--- src/rtl/i2c_ctrl_pkg.sv ---
// Shared types and defaults for the round-robin I2C transaction controller.
package i2c_ctrl_pkg;

  localparam int unsigned NumReq         = 2;
  localparam logic [15:0] TimeoutDefault = 16'hFFFF;

  typedef enum logic [1:0] {
    StIdle,
    StIssue,
    StWait,
    StResp
  } state_e;

endpackage

--- src/rtl/rr_arb2.sv ---
// Two-way round-robin pick: on contention the requester not served last wins.
module rr_arb2 (
  input  logic [1:0] valid,
  input  logic       last,
  output logic       grant
);

  always_comb begin
    unique case (valid)
      2'b11:   grant = ~last;
      2'b10:   grant = 1'b1;
      default: grant = 1'b0;
    endcase
  end

endmodule

--- src/rtl/i2c_rr_ctrl.sv ---
// Arbitrates two requesters onto one I2C master; one transaction in flight at a time,
// every output registered, with a WAIT-state timeout that reports an error response.
module i2c_rr_ctrl
  import i2c_ctrl_pkg::*;
#(
  parameter logic [15:0] TIMEOUT = TimeoutDefault
) (
  input  logic              clk,
  input  logic              rst,
  input  logic [NumReq-1:0] req_valid,
  input  logic [NumReq-1:0] req_rw,
  input  logic [15:0]       req_data,
  output logic [NumReq-1:0] req_ready,
  output logic [NumReq-1:0] resp_valid,
  output logic [7:0]        resp_data,
  output logic              resp_err,
  output logic              busy,
  output logic              m_start,
  output logic              m_rw,
  output logic [7:0]        m_din,
  input  logic              m_done,
  input  logic [7:0]        m_rx_data
);

  state_e            state_q, state_d;
  logic              grant_q, grant_d;
  logic              last_q, last_d;
  logic              arb_grant;
  logic [15:0]       cnt_q, cnt_d;
  logic [NumReq-1:0] req_ready_d, resp_valid_d;
  logic [7:0]        resp_data_d, m_din_d;
  logic              resp_err_d, m_start_d, m_rw_d;

  rr_arb2 u_arb (
    .valid (req_valid),
    .last  (last_q),
    .grant (arb_grant)
  );

  always_comb begin
    state_d      = state_q;
    grant_d      = grant_q;
    last_d       = last_q;
    cnt_d        = cnt_q;
    req_ready_d  = '0;
    resp_valid_d = '0;
    resp_data_d  = resp_data;
    resp_err_d   = resp_err;
    m_start_d    = 1'b0;
    m_rw_d       = m_rw;
    m_din_d      = m_din;
    unique case (state_q)
      StIdle: begin
        if (|req_valid) begin
          grant_d                = arb_grant;
          m_rw_d                 = req_rw[arb_grant];
          m_din_d                = arb_grant ? req_data[15:8] : req_data[7:0];
          m_start_d              = 1'b1;
          req_ready_d[arb_grant] = 1'b1;
          state_d                = StIssue;
        end
      end
      StIssue: begin
        cnt_d   = '0;
        state_d = StWait;
      end
      StWait: begin
        cnt_d = cnt_q + 16'd1;
        // A completion on the timeout cycle still counts as success.
        if (m_done) begin
          resp_data_d           = m_rw ? m_rx_data : 8'h00;
          resp_err_d            = 1'b0;
          resp_valid_d[grant_q] = 1'b1;
          state_d               = StResp;
        end else if (cnt_q == TIMEOUT - 16'd1) begin
          resp_data_d           = 8'h00;
          resp_err_d            = 1'b1;
          resp_valid_d[grant_q] = 1'b1;
          state_d               = StResp;
        end
      end
      StResp: begin
        last_d  = grant_q;
        state_d = StIdle;
      end
      default: state_d = StIdle;
    endcase
  end

  always_ff @(posedge clk) begin
    if (rst) begin
      state_q    <= StIdle;
      grant_q    <= 1'b0;
      last_q     <= 1'b1;
      cnt_q      <= '0;
      req_ready  <= '0;
      resp_valid <= '0;
      resp_data  <= '0;
      resp_err   <= 1'b0;
      busy       <= 1'b0;
      m_start    <= 1'b0;
      m_rw       <= 1'b0;
      m_din      <= '0;
    end else begin
      state_q    <= state_d;
      grant_q    <= grant_d;
      last_q     <= last_d;
      cnt_q      <= cnt_d;
      req_ready  <= req_ready_d;
      resp_valid <= resp_valid_d;
      resp_data  <= resp_data_d;
      resp_err   <= resp_err_d;
      busy       <= (state_d != StIdle);
      m_start    <= m_start_d;
      m_rw       <= m_rw_d;
      m_din      <= m_din_d;
    end
  end

endmodule
--- config.mk ---
export PLATFORM = sky130hd
export DESIGN_NAME = i2c_rr_ctrl
export DESIGN_NICKNAME = d
export VERILOG_FILES = /design/src/rtl/i2c_ctrl_pkg.sv /design/src/rtl/rr_arb2.sv /design/src/rtl/i2c_rr_ctrl.sv
export SDC_FILE = /design/constraint.sdc
export NUM_CORES = 1
export LEC_CHECK = 0
export CORE_ASPECT_RATIO = 0.7
export CORE_UTILIZATION = 40
export DETAILED_ROUTE_END_ITERATION = 16
export PLACE_DENSITY_LB_ADDON = 0.1
export RECOVER_POWER = 50
export SLEW_MARGIN = 40
export SYNTH_ARGS = -nofsm -noshare
export SYNTH_HDL_FRONTEND = slang
export SYNTH_SLANG_ARGS = --single-unit
--- constraint.sdc ---
create_clock -name clk -period 1.7 [get_ports clk]
set_input_delay 0.255 -clock clk [delete_from_list [all_inputs] [get_ports clk]]
set_output_delay 0.255 -clock clk [all_outputs]
set_load 0.1 [all_outputs]
==> flow_metrics.env, run 1 <==
export IMPL_hold_viol=0
export IMPL_final_area_sq_um=3010
export IMPL_diodes=0
export IMPL_first_iter_violations=53
export IMPL_async_reset_ff_frac=0
export IMPL_synthDistinctLibCells=41
export IMPL_clockBufferDepth=2
export IMPL_antenna_found_initial=0
export IMPL_synth_mux_area_frac=0.0485
export IMPL_clk_latency_ns=0.29
export IMPL_top_level_ports=55
export IMPL_initial_utilization=0.422
export IMPL_grt_ovfl_total=0
export IMPL_clock_fmax_ghz=0.612
export IMPL_synth_edf_count=0
export IMPL_synth_xor_area_frac=0.0472
export IMPL_yosysSeqAreaShare=0.474
export IMPL_grtUsageTotal=0.180
export IMPL_gp_congestion=0.705
export IMPL_synth_area_leader_cell="dfxtp_1"
export IMPL_netlist_area_sq_um=1860
export IMPL_remaining_drc_errors=0
export IMPL_rows=20
export IMPL_synth_commonest_cells="dfxtp_1 (44), nor2_1 (24), a211oi_1 (9), inv_1 (9), mux2i_1 (9)"
export IMPL_whs_ns=0.459
export IMPL_die_area_sq_um=4920
export IMPL_clock_root_buffer="clkbuf_8"
export IMPL_yosysMostFrequentCell="dfxtp_1"
export IMPL_hpwl_mm=3.06
export IMPL_worstHoldPathType="flop to flop"
export IMPL_final_util=0.682
export IMPL_layout_nets=299
export IMPL_die_width_um=83.4
export IMPL_maxCapViolations=0
export IMPL_synth_compound_area_frac=0.154
export IMPL_place_inst=308
export IMPL_worst_pin_slew_ns=0.469
export IMPL_slew_headroom=0.688
export IMPL_worstPathArrival_ns=1.86
export IMPL_routed_wl_mm=4.06
export IMPL_yosys_area_share_simple=0.189
export IMPL_first_global_vias=1513
export IMPL_cts_sinks=44
export IMPL_syn_nets=229
export IMPL_slew_violations=0
export IMPL_synth_flop_cell="dfxtp_1"
export IMPL_startpoint_type="flop"
export IMPL_worst_setup_path_end_kind="flop"
export IMPL_viasPerCell=5.01
export IMPL_instances_no_fill=318
export IMPL_powerDensity_nw_per_um2=1500
export IMPL_drtPass1Iterations=4
export IMPL_critPathMaxFanout=4
export IMPL_cts_tree="yes"
export IMPL_status="completed"
export IMPL_crit_type="flop to flop"
export IMPL_vias=1593
export IMPL_drive_gt1_frac=0.262
export IMPL_syn_avg_cell_area_sq_um=9.67
export IMPL_fin_worst_skew_ns=0.0101
export IMPL_ys_top_cells_by_area="dfxtp_1 (47%), mux2i_1 (4.9%), nor2_1 (4.9%)"
export IMPL_die_height_um=59.0
export IMPL_areaGrowthSynthToFinish_pct=61.9
export IMPL_grt_max_degree=20
export IMPL_core_area_sq_um=4400
export IMPL_grt_pass1_wl_mm=6.78
export IMPL_ys_warn_count=0
export IMPL_synth_top_family_by_area="simple AND/OR/NAND/NOR gates"
export IMPL_ant_nets=0
export IMPL_synth_top_area_frac=0.474
export IMPL_setup_viol=0
export IMPL_path_clk_slew_ns=0.09
export IMPL_wl_per_cell_um=12.8
export IMPL_placed_area_sq_um=2810
export IMPL_synthAdderAreaFrac=0.0404
export IMPL_ir_drop_v=0.00129
export IMPL_synth_seq_cells=44
export IMPL_fin_crit_ns=1.63
export IMPL_fin_crit_sh=0.961
export IMPL_numPortBuffers=54
export IMPL_htreeDepth=2
export IMPL_syn_inst=192
export IMPL_leakage_uw=0.00115
export IMPL_numCtsBuffers=5
export IMPL_cp_required_ns=1.93
## path summary, 6_finish.rpt
path | start | endpoint | slack [ns] | depth (start not counted)
setup / recovery | state_q[1]$_SDFF_PP0_ | cnt_q[13]$_SDFFE_PP0P_ | 0.07 | 6
hold / removal | grant_q$_SDFFE_PP0P_ | resp_valid[1]$_SDFF_PP0_ | 0.46 | 2
setup reg to reg | state_q[1]$_SDFF_PP0_ | cnt_q[13]$_SDFFE_PP0P_ | 0.07 | 6
hold reg to reg | grant_q$_SDFFE_PP0P_ | resp_valid[1]$_SDFF_PP0_ | 0.46 | 2
## registers in the layout, summed over array words and instances (netlist names)
register,count
grant_q,1
resp_err,1
req_ready,2
resp_data,8
m_rw,1
m_start,1
busy,1
last_q,1
state_q,2
cnt_q,16
resp_valid,2
m_din,8
## power by group
part           internal (uW)  switching, uW  leakage, uW
Combinational            919           1370     0.000731
Sequential              1190            149     0.000359
Clock                    519            350    0.0000645
## cells in the final DEF, fill, tap and decap left out, types with 2 or more instances in the layout
cell	instances
mux2i_1	9
nand4_1	4
o21ai_1	2
and3_1	3
dfxtp_2	2
clkbuf_8	7
o21ai_0	6
nand2_1	6
a21oi_1	6
nor2b_1	2
clkdlybuf4s50_1	29
a211oi_1	9
nand3_1	5
buf_12	26
dfxtp_1	42
a22o_1	8
or3_1	3
nand2b_1	2
ha_1	4
nor2_1	24
inv_1	8
xor2_1	4
nor4_2	4
xnor2_1	6
buf_4	16
## metrics by stage
stage | setup slack, ns | TNS [ns] | total power [uW]
6_report | 0.0657 | 0 | 4500
5_1_grt | -0.00330 | -0.00330 | 4730
4_1_cts | 0.00418 | 0 | 4460
3_5_place_dp | -0.0312 | -0.125 | 3570
3_3_place_gp | -0.0130 | -0.0916 | 3560
2_1_floorplan | 0.000610 | 0 | 2720
## area by class of cell
type | count | area (sq um)
Fill cell | 337 | 1400
Multi-Input combinational cell | 129 | 948
Timing Repair Buffer | 73 | 945
Sequential cell | 44 | 883
Clock buffer | 7 | 96.3
Tap cell | 55 | 68.8
Inverter | 9 | 33.8
Clock inverter | 1 | 30.0
## metal layers
metal | track usage | up-vias | wire, um
met5 | 0 | - | 0
met4 | 0.0799 | 0 | 44
met3 | 0.0655 | 4 | 208
met2 | 0.276 | 35 | 1710
met1 | 0.230 | 736 | 2090
li1 | - | 818 | -
## cells by family after synthesis
| group | count (synthesis) |
|---|---|
| xor gates and xnor gates | 10 |
| AOI/OAI and AO/OA | 40 |
| buffers and inverters | 19 |
| and+or+nand+nor | 64 |
| muxes | 9 |
| adders and majority gates | 6 |
| DFF | 44 |
## worst max-delay path, cell delays in order (launching register included)
cell and delay (ns):
dfxtp_2 0.35, inv_1 0.07, ha_4 0.28, and4_4 0.23, nand4_4 0.11, or3_4 0.39, a21oi_2 0.13
## what timing repair did
action / 4_1_cts / 5_1_grt
endpoints found under the setup margin: 4 / 12
buffers inserted: 1 / 1
gates resized for setup: 4 / 8
cloned: 0 / 0
hold buffers: 0 / 0
pin swaps: 0 / 1
Note: power is estimated with default switching activity, not from simulation.
==> run 2, diff against run 1 <==
--- a/config.mk
+++ b/config.mk
@@ -5,8 +5,10 @@
 export SDC_FILE = /design/constraint.sdc
 export NUM_CORES = 1
 export LEC_CHECK = 0
+export CELL_PAD_IN_SITES_DETAIL_PLACEMENT = 0
+export CELL_PAD_IN_SITES_GLOBAL_PLACEMENT = 1
 export CORE_ASPECT_RATIO = 0.7
-export CORE_UTILIZATION = 40
+export CORE_UTILIZATION = 31
 export DETAILED_ROUTE_END_ITERATION = 16
 export PLACE_DENSITY_LB_ADDON = 0.1
 export RECOVER_POWER = 50
==> run 2 against run 1 <==
Clock-buffer cell count is the same. Flip-flop and latch count unchanged. Non-clock buffer count fell by 1. First-iteration DRC count down 1.9%. Largest cell class unchanged. Largest power group unchanged.
==> flow_metrics.env, run 2 (synthesis results as in run 1) <==
export IMPL_areaGrowthSynthToFinish_pct=41.4
export IMPL_hold_start="grant_q$_SDFFE_PP0P_"
export IMPL_post_cts_setup_buffers=0
export IMPL_cpPeakStageDelay_ns=0.55
export IMPL_fin_crit_ns=1.58
export IMPL_powerDensity_nw_per_um2=1470
export IMPL_min_path_cells=1
export IMPL_vias=1585
export IMPL_die_width_um=94.5
export IMPL_clock_root_buffer="clkbuf_8"
export IMPL_first_global_vias=1539
export IMPL_multi_input_area_sq_um=938
export IMPL_path_clk_slew_ns=0.08
export IMPL_cts_hold_buf=0
export IMPL_remaining_drc_errors=0
export IMPL_drive_gt1_frac=0.257
export IMPL_grt_pass1_wl_mm=7.20
export IMPL_hpwl_mm=3.33
export IMPL_antenna_found_initial=0
export IMPL_drtPass1Iterations=4
export IMPL_layout_nets=298
export IMPL_rsz0062_at_grt="no"
export IMPL_slew_violations=0
export IMPL_r2r_start="state_q[1]$_SDFF_PP0_"
export IMPL_cp_slowest_cell="dlygate4sd3_1"
export IMPL_crit_chain="dlygate4sd3_1 > buf_4 > clkbuf_2 > a311oi_1 > o31a_1 > or2_1"
export IMPL_viasPerCell=4.72
export IMPL_largestRegisters="cnt_q x16, m_din x8, resp_data x8"
export IMPL_first_iter_violations=52
export IMPL_ant_nets=0
export IMPL_core_area_sq_um=5760
export IMPL_cts_sinks=44
export IMPL_regMostFlops="cnt_q"
export IMPL_critPathBufInv=3
export IMPL_ctsResizeCount=1
export IMPL_worstHoldPathType="flop to flop"
export IMPL_slew_headroom=0.627
export IMPL_rrSetupSlack_ns=0.12
export IMPL_clock_fmax_ghz=0.632
export IMPL_status="completed"
export IMPL_worstPathArrival_ns=1.82
export IMPL_die_area_sq_um=6310
export IMPL_grtUsageTotal=0.153
export IMPL_cts_tree="yes"
export IMPL_worst_pin_slew_ns=0.563
export IMPL_pwr_share_seq=0.329
export IMPL_initial_utilization=0.323
export IMPL_numPortBuffers=54
export IMPL_leakage_uw=0.00104
export IMPL_fin_worst_skew_ns=0.00537
export IMPL_mostFrequentLayoutCell="dfxtp_1"
export IMPL_hold_viol=0
export IMPL_nFillCells=582
export IMPL_grt_max_degree=20
export IMPL_p_int_uw=2080
export IMPL_hold_path_end="resp_valid[0]$_SDFF_PP0_"
export IMPL_switchingPower_uw=1780
export IMPL_setup_viol=0
export IMPL_place_inst=329
export IMPL_die_height_um=66.8
export IMPL_critPathMaxFanout=17
export IMPL_grt_ovfl_total=0
export IMPL_rows=23
export IMPL_combPwrFrac=0.492
export IMPL_reg2reg_depth=6
export IMPL_pwr_share_clk=0.179
export IMPL_maxCapViolations=0
export IMPL_r2r_end="cnt_q[13]$_SDFFE_PP0P_"
export IMPL_final_cell_mix="dfxtp_1 (41), clkdlybuf4s50_1 (29), clkbuf_2 (25)"
export IMPL_largest_reg_flops=16
export IMPL_cp_required_ns=1.94
export IMPL_clk_latency_ns=0.29
export IMPL_routed_wl_mm=4.40
export IMPL_register_area_sq_um=885
export IMPL_clockBufferDepth=2
export IMPL_critPathTopFamily="buffers and inverters"
export IMPL_gp_congestion=0.735
export IMPL_worst_setup_path_end_kind="flop"
export IMPL_htreeDepth=2
export IMPL_fin_crit_sh=0.931
export IMPL_top_level_ports=55
export IMPL_startpoint_type="input pin"
export IMPL_crit_type="input pin to flop"
export IMPL_whs_ns=0.465
export IMPL_diodes=0
export IMPL_ir_drop_v=0.000440
export IMPL_instances_no_fill=336
export IMPL_numCtsBuffers=5
export IMPL_wl_per_cell_um=13.1
export IMPL_p_sw_frac=0.461
==> run 2: changes by cell type in the layout (fill, tap and decap cells not counted), sizes merged <==
| cell | change |
|---|---|
| bufinv | -1 |
| buf | -25 |
| clkbuf | +24 |
==> run 2: metal layers <==
layer  vias up  GRT usage  share of wire
met5         -          0              0
met4         0     0.0568          0.013
met3         5     0.0628          0.077
met2        34      0.236           0.43
met1       725      0.192           0.48
li1        821          -              -
==> run 2: power by group through the flow <==
stage          Clock [uW]  Sequential (uW)  Combinational, uW
2_1_floorplan           0             2130                583
3_3_place_gp            0             1350               2230
3_5_place_dp            0             1350               2230
4_1_cts               729             1330               2230
5_1_grt               754             1290               2040
6_report              694             1270               1900
==> run 2: metrics by stage <==
| step | total power [uW] | instance area (sq um) | worst slack [ns] | util | setup TNS (ns) |
|---|---|---|---|---|---|
| final | 3870 | 2630 | 0.117 | 0.456 | 0 |
| after global routing | 4080 | 2630 | 0.0105 | 0.456 | 0 |
| after CTS | 4290 | 2940 | 0.0193 | 0.511 | 0 |
| after detailed placement | 3580 | 2840 | -0.0847 | 0.493 | -0.580 |
| after global placement | 3580 | 2840 | -0.0646 | 0.493 | -0.504 |
| after floorplan | 2720 | 1860 | 0.000610 | - | 0 |
==> run 2: how the worst max path moves through the flow <==
| stage | from | to | slack, ns | cells after the start |
|---|---|---|---|---|
| floorplan | state_q[0]$_SDFF_PP0_ | cnt_q[13]$_SDFFE_PP0P_ | 0.0006 | 8 |
| global placement | m_done | resp_data[4]$_SDFFE_PP0P_ | -0.06 | 4 |
| detailed placement | m_done | resp_data[1]$_SDFFE_PP0P_ | -0.08 | 4 |
| CTS | cnt_q[0]$_SDFFE_PP0P_ | resp_data[1]$_SDFFE_PP0P_ | 0.02 | 6 |
| global route | rst | busy$_SDFF_PP0_ | 0.01 | 6 |
| finish | rst | busy$_SDFF_PP0_ | 0.12 | 6 |
==> run 2: area by class of cell <==
type | count | area share
Multi-Input combinational cell | 129 | 0.357
Sequential cell | 44 | 0.337
Timing Repair Buffer | 72 | 0.220
Clock buffer | 7 | 0.0367
Tap cell | 75 | 0.0357
Inverter | 9 | 0.0129
==> run 3, diff against run 2 <==
--- a/config.mk
+++ b/config.mk
@@ -15,4 +15,5 @@
 export SLEW_MARGIN = 40
 export SYNTH_ARGS = -nofsm -noshare
 export SYNTH_HDL_FRONTEND = slang
+export SYNTH_HIERARCHICAL = 1
 export SYNTH_SLANG_ARGS = --single-unit
==> run 3 against run 2 <==
Clock-buffer cell count unchanged. Clock skew rose by 0.0017 ns. Worst setup slack lost 0.0034 ns. Non-clock buffer count fell by 7. Cell area is 2.5% lower. Critical endpoint is now cnt_q[10]$_SDFFE_PP0P_. Largest cell class unchanged. Largest power group unchanged.
==> flow_metrics.env, run 3 <==
export IMPL_slew_headroom=0.632
export IMPL_synthDistinctLibCells=41
export IMPL_setup_viol=0
export IMPL_core_area_sq_um=5780
export IMPL_largest_reg_flops=16
export IMPL_areaGrowthSynthToFinish_pct=36.4
export IMPL_vias=1584
export IMPL_hold_viol=0
export IMPL_synth_flop_cell="dfxtp_1"
export IMPL_die_height_um=67.1
export IMPL_rows=23
export IMPL_numCtsBuffers=5
export IMPL_drtPass1Iterations=4
export IMPL_cts_sinks=44
export IMPL_htreeDepth=2
export IMPL_syn_avg_cell_area_sq_um=9.57
export IMPL_grt_pass1_wl_mm=6.79
export IMPL_gp_congestion=0.752
export IMPL_ys_warn_count=6
export IMPL_critPathMaxFanout=4
export IMPL_rsz0062_at_grt="no"
export IMPL_clock_root_buffer="clkbuf_8"
export IMPL_startpoint_type="flop"
export IMPL_grt_max_degree=20
export IMPL_final_area_sq_um=2560
export IMPL_fin_crit_sh=0.933
export IMPL_clock_fmax_ghz=0.630
export IMPL_mostFrequentLayoutCell="dfxtp_1"
export IMPL_synth_seq_cells=44
export IMPL_synth_area_leader_cell="dfxtp_1"
export IMPL_ant_nets=0
export IMPL_worst_pin_slew_ns=0.555
export IMPL_fin_setup_tns_ns=0
export IMPL_path_clk_slew_ns=0.09
export IMPL_slew_violations=0
export IMPL_status="completed"
export IMPL_numPortBuffers=54
export IMPL_clk_latency_ns=0.29
export IMPL_netlist_area_sq_um=1880
export IMPL_maxCapViolations=0
export IMPL_pre_cts_ws_ns=0.00555
export IMPL_synth_top_area_frac=0.470
export IMPL_placed_area_sq_um=2820
export IMPL_grt_ovfl_total=0
export IMPL_cp_required_ns=1.89
export IMPL_first_iter_violations=40
export IMPL_remaining_drc_errors=0
export IMPL_leakage_uw=0.00104
export IMPL_instances_no_fill=337
export IMPL_final_cell_mix="dfxtp_1 (43), nor2_1 (34), clkdlybuf4s50_1 (29)"
export IMPL_synth_edf_count=0
export IMPL_powerDensity_nw_per_um2=1500
export IMPL_first_global_vias=1388
export IMPL_diodes=0
export IMPL_die_width_um=95.0
export IMPL_cts_tree="yes"
export IMPL_drive_gt1_frac=0.214
export IMPL_clockBufferDepth=2
export IMPL_die_area_sq_um=6370
export IMPL_viasPerCell=4.70
export IMPL_yosysSeqAreaShare=0.470
export IMPL_yosysMostFrequentCell="dfxtp_1"
export IMPL_initial_utilization=0.324
export IMPL_regMostFlops="cnt_q"
export IMPL_final_setup_worst_slack_ns=0.114
export IMPL_post_cts_setup_buffers=0
export IMPL_grtUsageTotal=0.140
export IMPL_fin_worst_skew_ns=0.00706
export IMPL_async_reset_ff_frac=0
export IMPL_worstHoldPathType="flop to flop"
export IMPL_crit_type="flop to flop"
export IMPL_synth_commonest_cells="dfxtp_1 (44), nor2_1 (34), inv_1 (10)"
export IMPL_ir_drop_v=0.000596
export IMPL_syn_inst=196
export IMPL_fin_crit_ns=1.59
export IMPL_routed_wl_mm=4.23
export IMPL_antenna_found_initial=0
export IMPL_wl_per_cell_um=12.5
export IMPL_cts_hold_buf=0
export IMPL_hpwl_mm=3.10
export IMPL_worst_setup_path_end_kind="flop"
export IMPL_largestRegisters="cnt_q x16, m_din x8, resp_data x8"
export IMPL_worstPathArrival_ns=1.78
export IMPL_top_level_ports=55
export IMPL_place_inst=329
export IMPL_layout_nets=298
export IMPL_syn_nets=233
export IMPL_ys_top_cells_by_area="dfxtp_1 (47%), nor2_1 (6.8%), mux2i_1 (4.8%)"
run 3: repair_timing:
action / 4_1_cts / 5_1_grt
cloned: 0 / 0
resized for setup: 1 / 4
pin swaps: 0 / 0
setup endpoints to repair: 1 / 12
run 3: power breakdown:
part	switching (uW)	total, uW	internal (uW)
combinational	1410	1850	443
clock	363	693	331
sequential	86.8	1280	1190
run 3: through the flow:
stage          utilization  hold slack [ns]  power (uW)
5_1_grt              0.442            0.503        4060
2_1_floorplan            -            0.388        2710
3_3_place_gp         0.487            0.470        3590
3_5_place_dp         0.487            0.472        3600
4_1_cts              0.503            0.482        4300
6_report             0.442            0.480        3830
run 3: final cells by class:
class | count | area (sq um)
flip-flops and latches | 44 | 882
multi-input cells | 135 | 941
repair buffers | 65 | 510
fillers | 601 | 3230
inverters | 10 | 37.5
clock buffers | 7 | 86.3
well taps | 75 | 93.8
clock inverters | 1 | 7.51
run 3: routing by layer:
layer / wire [um] / share of wire / track usage / vias to the layer above
li1: - / - / - / 822
met1: 2320 / 0.55 / 0.206 / 715
met2: 1590 / 0.38 / 0.187 / 43
met3: 279 / 0.066 / 0.0422 / 4
met4: 39 / 0.0092 / 0.0455 / 0
met5: 0 / 0 / 0 / -
run 3: cells by family after synthesis:
kind of cell | Yosys count | synth area share
XOR/XNOR | 10 | 0.0467
adder cells (fa/ha/maj) | 6 | 0.0400
AO/OA/AOI/OAI | 40 | 0.165
AND/OR/NAND/NOR | 70 | 0.195
flip-flops | 44 | 0.470
buffers and inverters | 17 | 0.0360
multiplexers | 9 | 0.0480
run 3: critical path, stage by stage, from the launching register on:
cell and delay (ns):
dfxtp_1 0.37, inv_1 0.07, ha_1 0.31, nand4_1 0.16, buf_4 0.19, nor3_1 0.18, xnor2_1 0.15, nor2_1 0.05
run 3: path summary, 6_finish.rpt:
path	start	endpoint	slack, ns	cells past startpoint
max	state_q[1]$_SDFF_PP0_	cnt_q[10]$_SDFFE_PP0P_	0.11	7
min	resp_data[4]$_SDFFE_PP0P_	resp_data[4]$_SDFFE_PP0P_	0.48	1
max reg2reg	state_q[1]$_SDFF_PP0_	cnt_q[10]$_SDFFE_PP0P_	0.11	7
min reg2reg	resp_data[4]$_SDFFE_PP0P_	resp_data[4]$_SDFFE_PP0P_	0.48	1
